[src/rtl/mem_ctrl.sv]
// Byte-serial arbiter sharing a single-port byte-wide RAM between instruction fetch and the
// memory stage; memory stage wins ties, each transaction ends with a one-cycle done pulse.
module mem_ctrl (
  input  logic        clk_in,
  input  logic        rst_in,
  input  logic        rdy_in,
  input  logic        if_req_in,
  input  logic [31:0] if_addr_in,
  input  logic        if_flush_in,
  output logic        if_done_out,
  output logic [31:0] if_inst_out,
  input  logic        mem_req_in,
  input  logic        mem_we_in,
  input  logic [31:0] mem_addr_in,
  input  logic [1:0]  mem_size_in,
  input  logic [31:0] mem_wdata_in,
  output logic        mem_done_out,
  output logic [31:0] mem_rdata_out,
  output logic [31:0] ram_a_out,
  output logic        ram_wr_out,
  output logic [7:0]  ram_dout_out,
  input  logic [7:0]  ram_din_in
);

  typedef enum logic [2:0] {StIdle, StIfRd, StMemRd, StMemWr, StDone} state_e;

  state_e      state_q, state_d;
  logic [2:0]  cnt_q, cnt_d;
  logic [2:0]  len_q, len_d;
  logic [31:0] base_q, base_d;
  logic [31:0] wdata_q, wdata_d;
  logic [31:0] asm_q, asm_d;
  logic        owner_mem_q, owner_mem_d;
  logic        if_done_q, if_done_d;
  logic        mem_done_q, mem_done_d;
  logic [31:0] if_inst_q, if_inst_d;
  logic [31:0] mem_rdata_q, mem_rdata_d;

  logic [2:0]  mem_len;
  logic [1:0]  byte_idx;
  logic [31:0] asm_next;

  assign mem_len = (mem_size_in == 2'd0) ? 3'd1 : (mem_size_in == 2'd1) ? 3'd2 : 3'd4;

  // Byte read at cnt-1 arrives while cnt is shown, due to the one-cycle RAM latency.
  assign byte_idx = cnt_q[1:0] - 2'd1;

  always_comb begin
    asm_next = asm_q;
    asm_next[{byte_idx, 3'b000} +: 8] = ram_din_in;
  end

  always_ff @(posedge clk_in or negedge rst_in) begin
    if (!rst_in) begin
      state_q     <= StIdle;
      cnt_q       <= 3'd0;
      len_q       <= 3'd0;
      base_q      <= 32'd0;
      wdata_q     <= 32'd0;
      asm_q       <= 32'd0;
      owner_mem_q <= 1'b0;
      if_done_q   <= 1'b0;
      mem_done_q  <= 1'b0;
      if_inst_q   <= 32'd0;
      mem_rdata_q <= 32'd0;
    end else if (rdy_in) begin
      state_q     <= state_d;
      cnt_q       <= cnt_d;
      len_q       <= len_d;
      base_q      <= base_d;
      wdata_q     <= wdata_d;
      asm_q       <= asm_d;
      owner_mem_q <= owner_mem_d;
      if_done_q   <= if_done_d;
      mem_done_q  <= mem_done_d;
      if_inst_q   <= if_inst_d;
      mem_rdata_q <= mem_rdata_d;
    end
  end

  always_comb begin
    state_d     = state_q;
    cnt_d       = cnt_q;
    len_d       = len_q;
    base_d      = base_q;
    wdata_d     = wdata_q;
    asm_d       = asm_q;
    owner_mem_d = owner_mem_q;
    if_done_d   = 1'b0;
    mem_done_d  = 1'b0;
    if_inst_d   = if_inst_q;
    mem_rdata_d = mem_rdata_q;
    unique case (state_q)
      StIdle: begin
        if (mem_req_in) begin
          base_d      = mem_addr_in;
          len_d       = mem_len;
          wdata_d     = mem_wdata_in;
          owner_mem_d = 1'b1;
          asm_d       = 32'd0;
          cnt_d       = 3'd0;
          state_d     = mem_we_in ? StMemWr : StMemRd;
        end else if (if_req_in && !if_flush_in) begin
          base_d      = if_addr_in;
          len_d       = 3'd4;
          owner_mem_d = 1'b0;
          asm_d       = 32'd0;
          cnt_d       = 3'd0;
          state_d     = StIfRd;
        end
      end
      StIfRd, StMemRd: begin
        if (state_q == StIfRd && if_flush_in) begin
          state_d = StIdle;
          cnt_d   = 3'd0;
        end else begin
          if (cnt_q != 3'd0) asm_d = asm_next;
          if (cnt_q == len_q) begin
            state_d = StDone;
            if (owner_mem_q) begin
              mem_done_d  = 1'b1;
              mem_rdata_d = asm_next;
            end else begin
              if_done_d = 1'b1;
              if_inst_d = asm_next;
            end
          end else begin
            cnt_d = cnt_q + 3'd1;
          end
        end
      end
      StMemWr: begin
        if (cnt_q == len_q - 3'd1) begin
          state_d    = StDone;
          mem_done_d = 1'b1;
        end else begin
          cnt_d = cnt_q + 3'd1;
        end
      end
      StDone: begin
        state_d = StIdle;
        cnt_d   = 3'd0;
      end
      default: begin
        state_d = StIdle;
        cnt_d   = 3'd0;
      end
    endcase
  end

  always_comb begin
    ram_a_out    = 32'd0;
    ram_wr_out   = 1'b0;
    ram_dout_out = 8'd0;
    unique case (state_q)
      StIfRd, StMemRd: begin
        if (cnt_q < len_q) ram_a_out = base_q + {29'd0, cnt_q};
      end
      StMemWr: begin
        ram_a_out    = base_q + {29'd0, cnt_q};
        ram_wr_out   = rdy_in;
        ram_dout_out = wdata_q[{cnt_q[1:0], 3'b000} +: 8];
      end
      default: begin
        ram_a_out    = 32'd0;
        ram_wr_out   = 1'b0;
        ram_dout_out = 8'd0;
      end
    endcase
  end

  assign if_done_out   = if_done_q;
  assign if_inst_out   = if_inst_q;
  assign mem_done_out  = mem_done_q;
  assign mem_rdata_out = mem_rdata_q;

endmodule

[config.mk]
export PLATFORM = sky130hd
export DESIGN_NAME = mem_ctrl
export DESIGN_NICKNAME = d
export VERILOG_FILES = /design/src/rtl/mem_ctrl.sv
export SDC_FILE = /design/constraint.sdc
export NUM_CORES = 1
export LEC_CHECK = 0
export ABC_AREA = 0
export CORE_ASPECT_RATIO = 0.7
export CORE_MARGIN = 2
export CORE_UTILIZATION = 40
export CTS_CLUSTER_DIAMETER = 100
export CTS_CLUSTER_SIZE = 24
export DETAILED_ROUTE_END_ITERATION = 7
export PLACE_DENSITY = 0.7
export SETUP_SLACK_MARGIN = 0.5
export SLEW_MARGIN = 30
export SYNTH_ARGS = -nofsm -noshare
export SYNTH_HDL_FRONTEND = slang
export SYNTH_SLANG_ARGS = --single-unit
[constraint.sdc]
create_clock -name clk_in -period 2 [get_ports clk_in]
set_input_delay 0.2 -clock clk_in [delete_from_list [all_inputs] [get_ports clk_in]]
set_output_delay 0.2 -clock clk_in [all_outputs]
set_load 0.02 [all_outputs]
# Word-level counts from Yosys, hierarchy flattened
# Index checks and enable logic that the tools add are counted.
[classes] n_shift=3 bitwise_logic=2 reduce_logical=16 muxes=40 addsub=5 magnitude_cmp=1 n_eq_ne=13
[op_table] operator="two-way mux 32 bit" count=7
[op_table] operator="case mux 32 bit (2 select lines)" count=2
[op_table] operator="two-way mux 3 bit" count=14
[op_table] operator="adder 32 x 3 -> 32 bit" count=1
[op_table] operator="bitwise mux 32 bit" count=1
[op_table] operator="variable shift 8 x 7 -> 32 bit (first input constant)" count=1
[op_table] operator="indexed part select 32 x 6 -> 8 bit" count=1
[op_table] operator="indexed part select 8 x 7 -> 32 bit" count=1
[op_table] operator="case mux 3 bit (3 select lines)" count=2
[op_table] operator="AND reduction 5 bit" count=3
[op_table] operator="two-way mux 1 bit" count=12
[op_table] operator="!= test 3 bit (second input constant)" count=3
[op_table] operator="two-way mux 8 bit" count=1
[op_table] operator="!= test 2 bit (second input constant)" count=4
[op_table] operator="AND reduction 4 bit" count=2
[op_table] operator="negator 5 -> 7 bit" count=1
[op_table] operator="equality test 3 x 2 -> 1 bit (second input constant)" count=2
[op_table] operator="equality test 3 bit" count=2
[op_table] operator="AND reduction 3 bit" count=2
[op_table] operator="nonzero test 2 bit" count=2
[op_table] operator="adder 3 x 1 -> 3 bit (second input constant)" count=1
[op_table] operator="equality test 3 x 1 -> 1 bit (second input constant)" count=1
[op_table] operator="logical NOT 3 bit" count=1
[op_table] operator="< comparator 3 bit" count=1
[op_table] operator="other kinds (10)" count=12
[totals] register_bits=172

# Longest topological paths before layout
[depth] depth_word=7 ltp_mapped=9

# Least setup slack after synthesis
# Ideal clock, no wire load.
[synth_timing] path_kind="register to output" start="register cnt_q[0]" end="output port ram_a_out[26]" path_slack_ps=-227 required_time_ps=1800 n_path_buf=0 path_stages_with_launch=8 t_arrival_ps=2027 path_cell_list="dfrtp_1 ha_1 fa_1 a21oi_1 nor4_4 nand4_1 xor2_1 nor2_1"
[synth_between] elab_chain_len=3 word_cells_on_any_way=4
[synth_rtl] element="start, declared" line="28" text="logic [2:0] cnt_q, cnt_d;"
[synth_rtl] element="start signal, assigned" line="68" text="cnt_q <= cnt_d;"
[synth_rtl] element="adder 32 x 3 -> 32 bit or < comparator 3 bit (tied branches)" line="157, 160"
[synth_rtl] element="two-way mux 32 bit" line="157" text="if (cnt_q < len_q) ram_a_out = base_q + {29'd0, cnt_q};"
[synth_rtl] element="case mux 32 bit (2 select lines) *" line="155" text="unique case (state_q)"
[synth_rtl] element="end, declared" line="19" text="output logic [31:0] ram_a_out,"
# Every way passes the cells marked *; elsewhere a longest branch is shown, timed or not.

# Final worst setup path
[layout_timing] start="register cnt_q[0]" end="output port ram_a_out[28]"
# The elaborated chain is that of the path after synthesis.

==> out/results.tsv <==
metric	value	unit
ios	220	
syn_inst	813	
diodes	0	
clkTransAtPathRegs	0.07	ns
die-width	178	um
r2r_cells	11	
fin_nets	1325	
ys_types	59	
cts-root-buf	clkbuf_16	
min_period	2.58	ns
place_congestion	0.819	
min_to	len_q[0]	
clkSinkCount	172	
yosys_most_used_dff	dfrtp_1	
slew_headroom	61.6	%
initial_utilization	40.8	%
grt.total_usage	26.0	%
synth_area	0.00847	mm^2
ys_seq_area_share	50.8	%
clkPwrFrac	18.0	%
path_class	register to output pin	
dpl.hpwl	17100	um
ys_seq_elements	172	
cp.arrival	2.38	ns
syn_to_final_growth	88.3	%
routedWlPerCell	21.8	um
start_kind	register	
avgSynthCellArea	10.4	um^2
layout-drive-gt1-share	50.3	%
drtAntennaViolNets	0	
peakVddDrop	0.000769	V
cp_data_required_time	1.80	ns
first_iter_violations	504	
vias	8076	
status	finished with violations	
synth_edf_count	0	
worstReg2RegStart	state_q[0]	
postLayoutCoreUtil	76.9	%
setup_viol	213	
tritoncts	built	
p_comb_share	56.6	%
fp.dieArea	0.0224	mm^2
crit_path_max_fanout	8	
p_per_area	1260	mW/mm^2
end_kind	output pin	
hold_viol_final	0	
r2r-end	mem_rdata_out[9]	
wl	32400	um
rsz0062_at_grt	true	
hold_path_startpoint	mem_req_in	
drc	0	
grt_pass1_wl	44600	um
worst_pin_slew	0.576	ns
yosysWarningCount	0	
p_seq_share	25.4	%
antenna_found_initial	0	
clock_latency	0.43	ns
post-route-period-util	129	%
p_switching	0.00773	W
first_pass_iters	5	
setup_ws	-0.584	ns
grt-ovfl-total	0	
sw_frac_of_total	38.4	%
cts_buffers	17	
reg2reg_slack	-0.38	ns
fp.dieH	126	um
violations	negative setup slack	
clock.fmax	0.387	GHz
internal-power	0.0124	W
hold_path_class	input port to register	
rows	44	
fin_total_pwr	0.0201	W
drv_cap	0	
grt_pass1_vias	8060	
cts_htree_levels	4	
port_buffers	219	
grt_max_degree	51	
hold_path_depth	3	
cts_buffer_depth	2	
coreArea	0.0208	mm^2
fin_skew	0.0154	ns
cellLeakagePower	7.98	nW
synth_nets	940	
slew_viol_final	0	
vias_per_cell	5.43	
ys_async_sr_fraction	100	%
worst max-delay path by stage:
| stage | from | end | depth (start not counted) |
|---|---|---|---|
| after floorplan | cnt_q[0] | ram_a_out[26] | 7 |
| after global placement | base_q[0] | ram_a_out[22] | 8 |
| after detailed placement | base_q[0] | ram_a_out[22] | 8 |
| after CTS | cnt_q[0] | ram_a_out[18] | 9 |
| after global routing | cnt_q[1] | ram_a_out[18] | 9 |
| final | cnt_q[0] | ram_a_out[28] | 9 |
layout by cell type (no fill, tap or decap), types with 7 or more instances in the layout:
| cell | count |
|---|---|
| dfrtp_1 | 168 |
| clkdlybuf4s50_1 | 110 |
| buf_4 | 101 |
| buf_6 | 78 |
| o21ai_2 | 67 |
| dlymetal6s2s_1 | 66 |
| nand2_4 | 54 |
| a21oi_1 | 36 |
| o21ai_1 | 34 |
| nor2_4 | 33 |
| nor2b_1 | 33 |
| mux2i_1 | 33 |
| nand2_2 | 32 |
| mux2_2 | 32 |
| a22o_1 | 32 |
| buf_12 | 28 |
| nand2_1 | 24 |
| buf_16 | 24 |
| xor2_2 | 22 |
| clkbuf_16 | 22 |
| nand4_1 | 13 |
| inv_1 | 12 |
| nor2b_4 | 10 |
| mux4_2 | 8 |
| buf_8 | 7 |
final cells by class:
cell class,count,area [um^2]
clock buffer,18,439
fill,1230,4800
timing repair buffer,421,5030
clock inverter,14,198
multi-input combinational,571,5570
sequential,172,4310
inverter,15,61.3
tap,276,345
cell families after synthesis:
| family | Yosys count | share of synthesized area, % |
|---|---|---|
| and+or+nand+nor | 258 | 15.5 |
| AOI/OAI and AO/OA | 193 | 13.8 |
| DFF | 172 | 50.8 |
| muxes | 74 | 10.5 |
| buffers and inverters | 70 | 3.74 |
| xor gates and xnor gates | 32 | 3.57 |
| adders and majority gates | 14 | 2.16 |
per-layer routing:
layer	GRT usage, %	share of wire (%)
met5	0	0
met4	6.70	1.9
met3	6.46	6.6
met2	40.9	49
met1	36.2	43
sequential cells by signal (all words and copies together) (netlist names):
name	flops
base_q	32
wdata_q	32
cnt_q	3
mem_rdata_out	32
len_q	3
state_q	3
asm_q	32
owner_mem_q	1
if_done_out	1
if_inst_out	32
mem_done_out	1
Yosys cell counts (2+ instances only):
cell | count | share of area (%)
a211oi_1 | 3 | 0.27
a21oi_1 | 41 | 2.4
a22o_1 | 32 | 3.3
and3_1 | 4 | 0.30
and4_1 | 4 | 0.41
buf_1 | 10 | 0.44
buf_2 | 12 | 0.71
buf_4 | 4 | 0.35
buf_6 | 3 | 0.40
clkbuf_1 | 25 | 1.1
dfrtp_1 | 172 | 51
ha_1 | 13 | 1.9
inv_1 | 15 | 0.66
mux2_2 | 32 | 4.3
mux2i_1 | 33 | 3.9
mux4_2 | 8 | 2.1
nand2_1 | 110 | 4.9
nand2b_1 | 4 | 0.30
nand3_1 | 12 | 0.71
nand3b_1 | 3 | 0.27
nand4_1 | 13 | 0.96
nor2_1 | 41 | 1.8
nor2b_1 | 43 | 3.2
nor3_1 | 3 | 0.18
nor3_2 | 2 | 0.24
nor3b_2 | 4 | 0.59
nor4_1 | 2 | 0.15
o21ai_0 | 75 | 4.4
o21ai_1 | 28 | 1.7
o21ai_2 | 4 | 0.41
or4_1 | 2 | 0.18
xnor2_1 | 7 | 0.72
xor2_1 | 23 | 2.4
power by group through the flow:
stage / Clock, W / Combinational (W) / Sequential [W]
CTS: 0.00362 / 0.0101 / 0.00502
finish: 0.00363 / 0.0114 / 0.00511
detailed placement: 0 / 0.00815 / 0.00504
floorplan: 0 / 0.00499 / 0.00527
global route: 0.00381 / 0.0120 / 0.00521
global placement: 0 / 0.00804 / 0.00500
worst max-delay path: stages (launching register included):
cell     delay, ns
dfrtp_2       0.43
ha_4          0.17
fa_2          0.41
a21oi_4       0.19
nor4_4        0.07
buf_6         0.15
nand4_1       0.13
xor2_2        0.21
nor2_4        0.04
buf_6         0.12
repair_timing:
action                                  CTS  global route
hold buffers                              1             0
gates resized for setup                 504           231
endpoints found under the setup margin  279           279
setup buffers                            46            16
pin swaps                               143            50
endpoints found under the hold margin    33             0
gates cloned                             25             8
stage by stage:
stage	cells	area [um^2]	hold WS [ns]	setup slack [ns]	TNS (ns)
final	1487	16000	0.210	-0.584	-62.68
after global routing	1487	16000	0.210	-0.668	-73.63
after global placement	1359	12200	0.128	-0.586	-30.43
after detailed placement	1359	12200	0.132	-0.630	-34.98
after floorplan	813	9250	-0.0956	0.0738	0
after CTS	1463	14800	0.177	-0.575	-39.08
(Power assumes the default switching activity.)
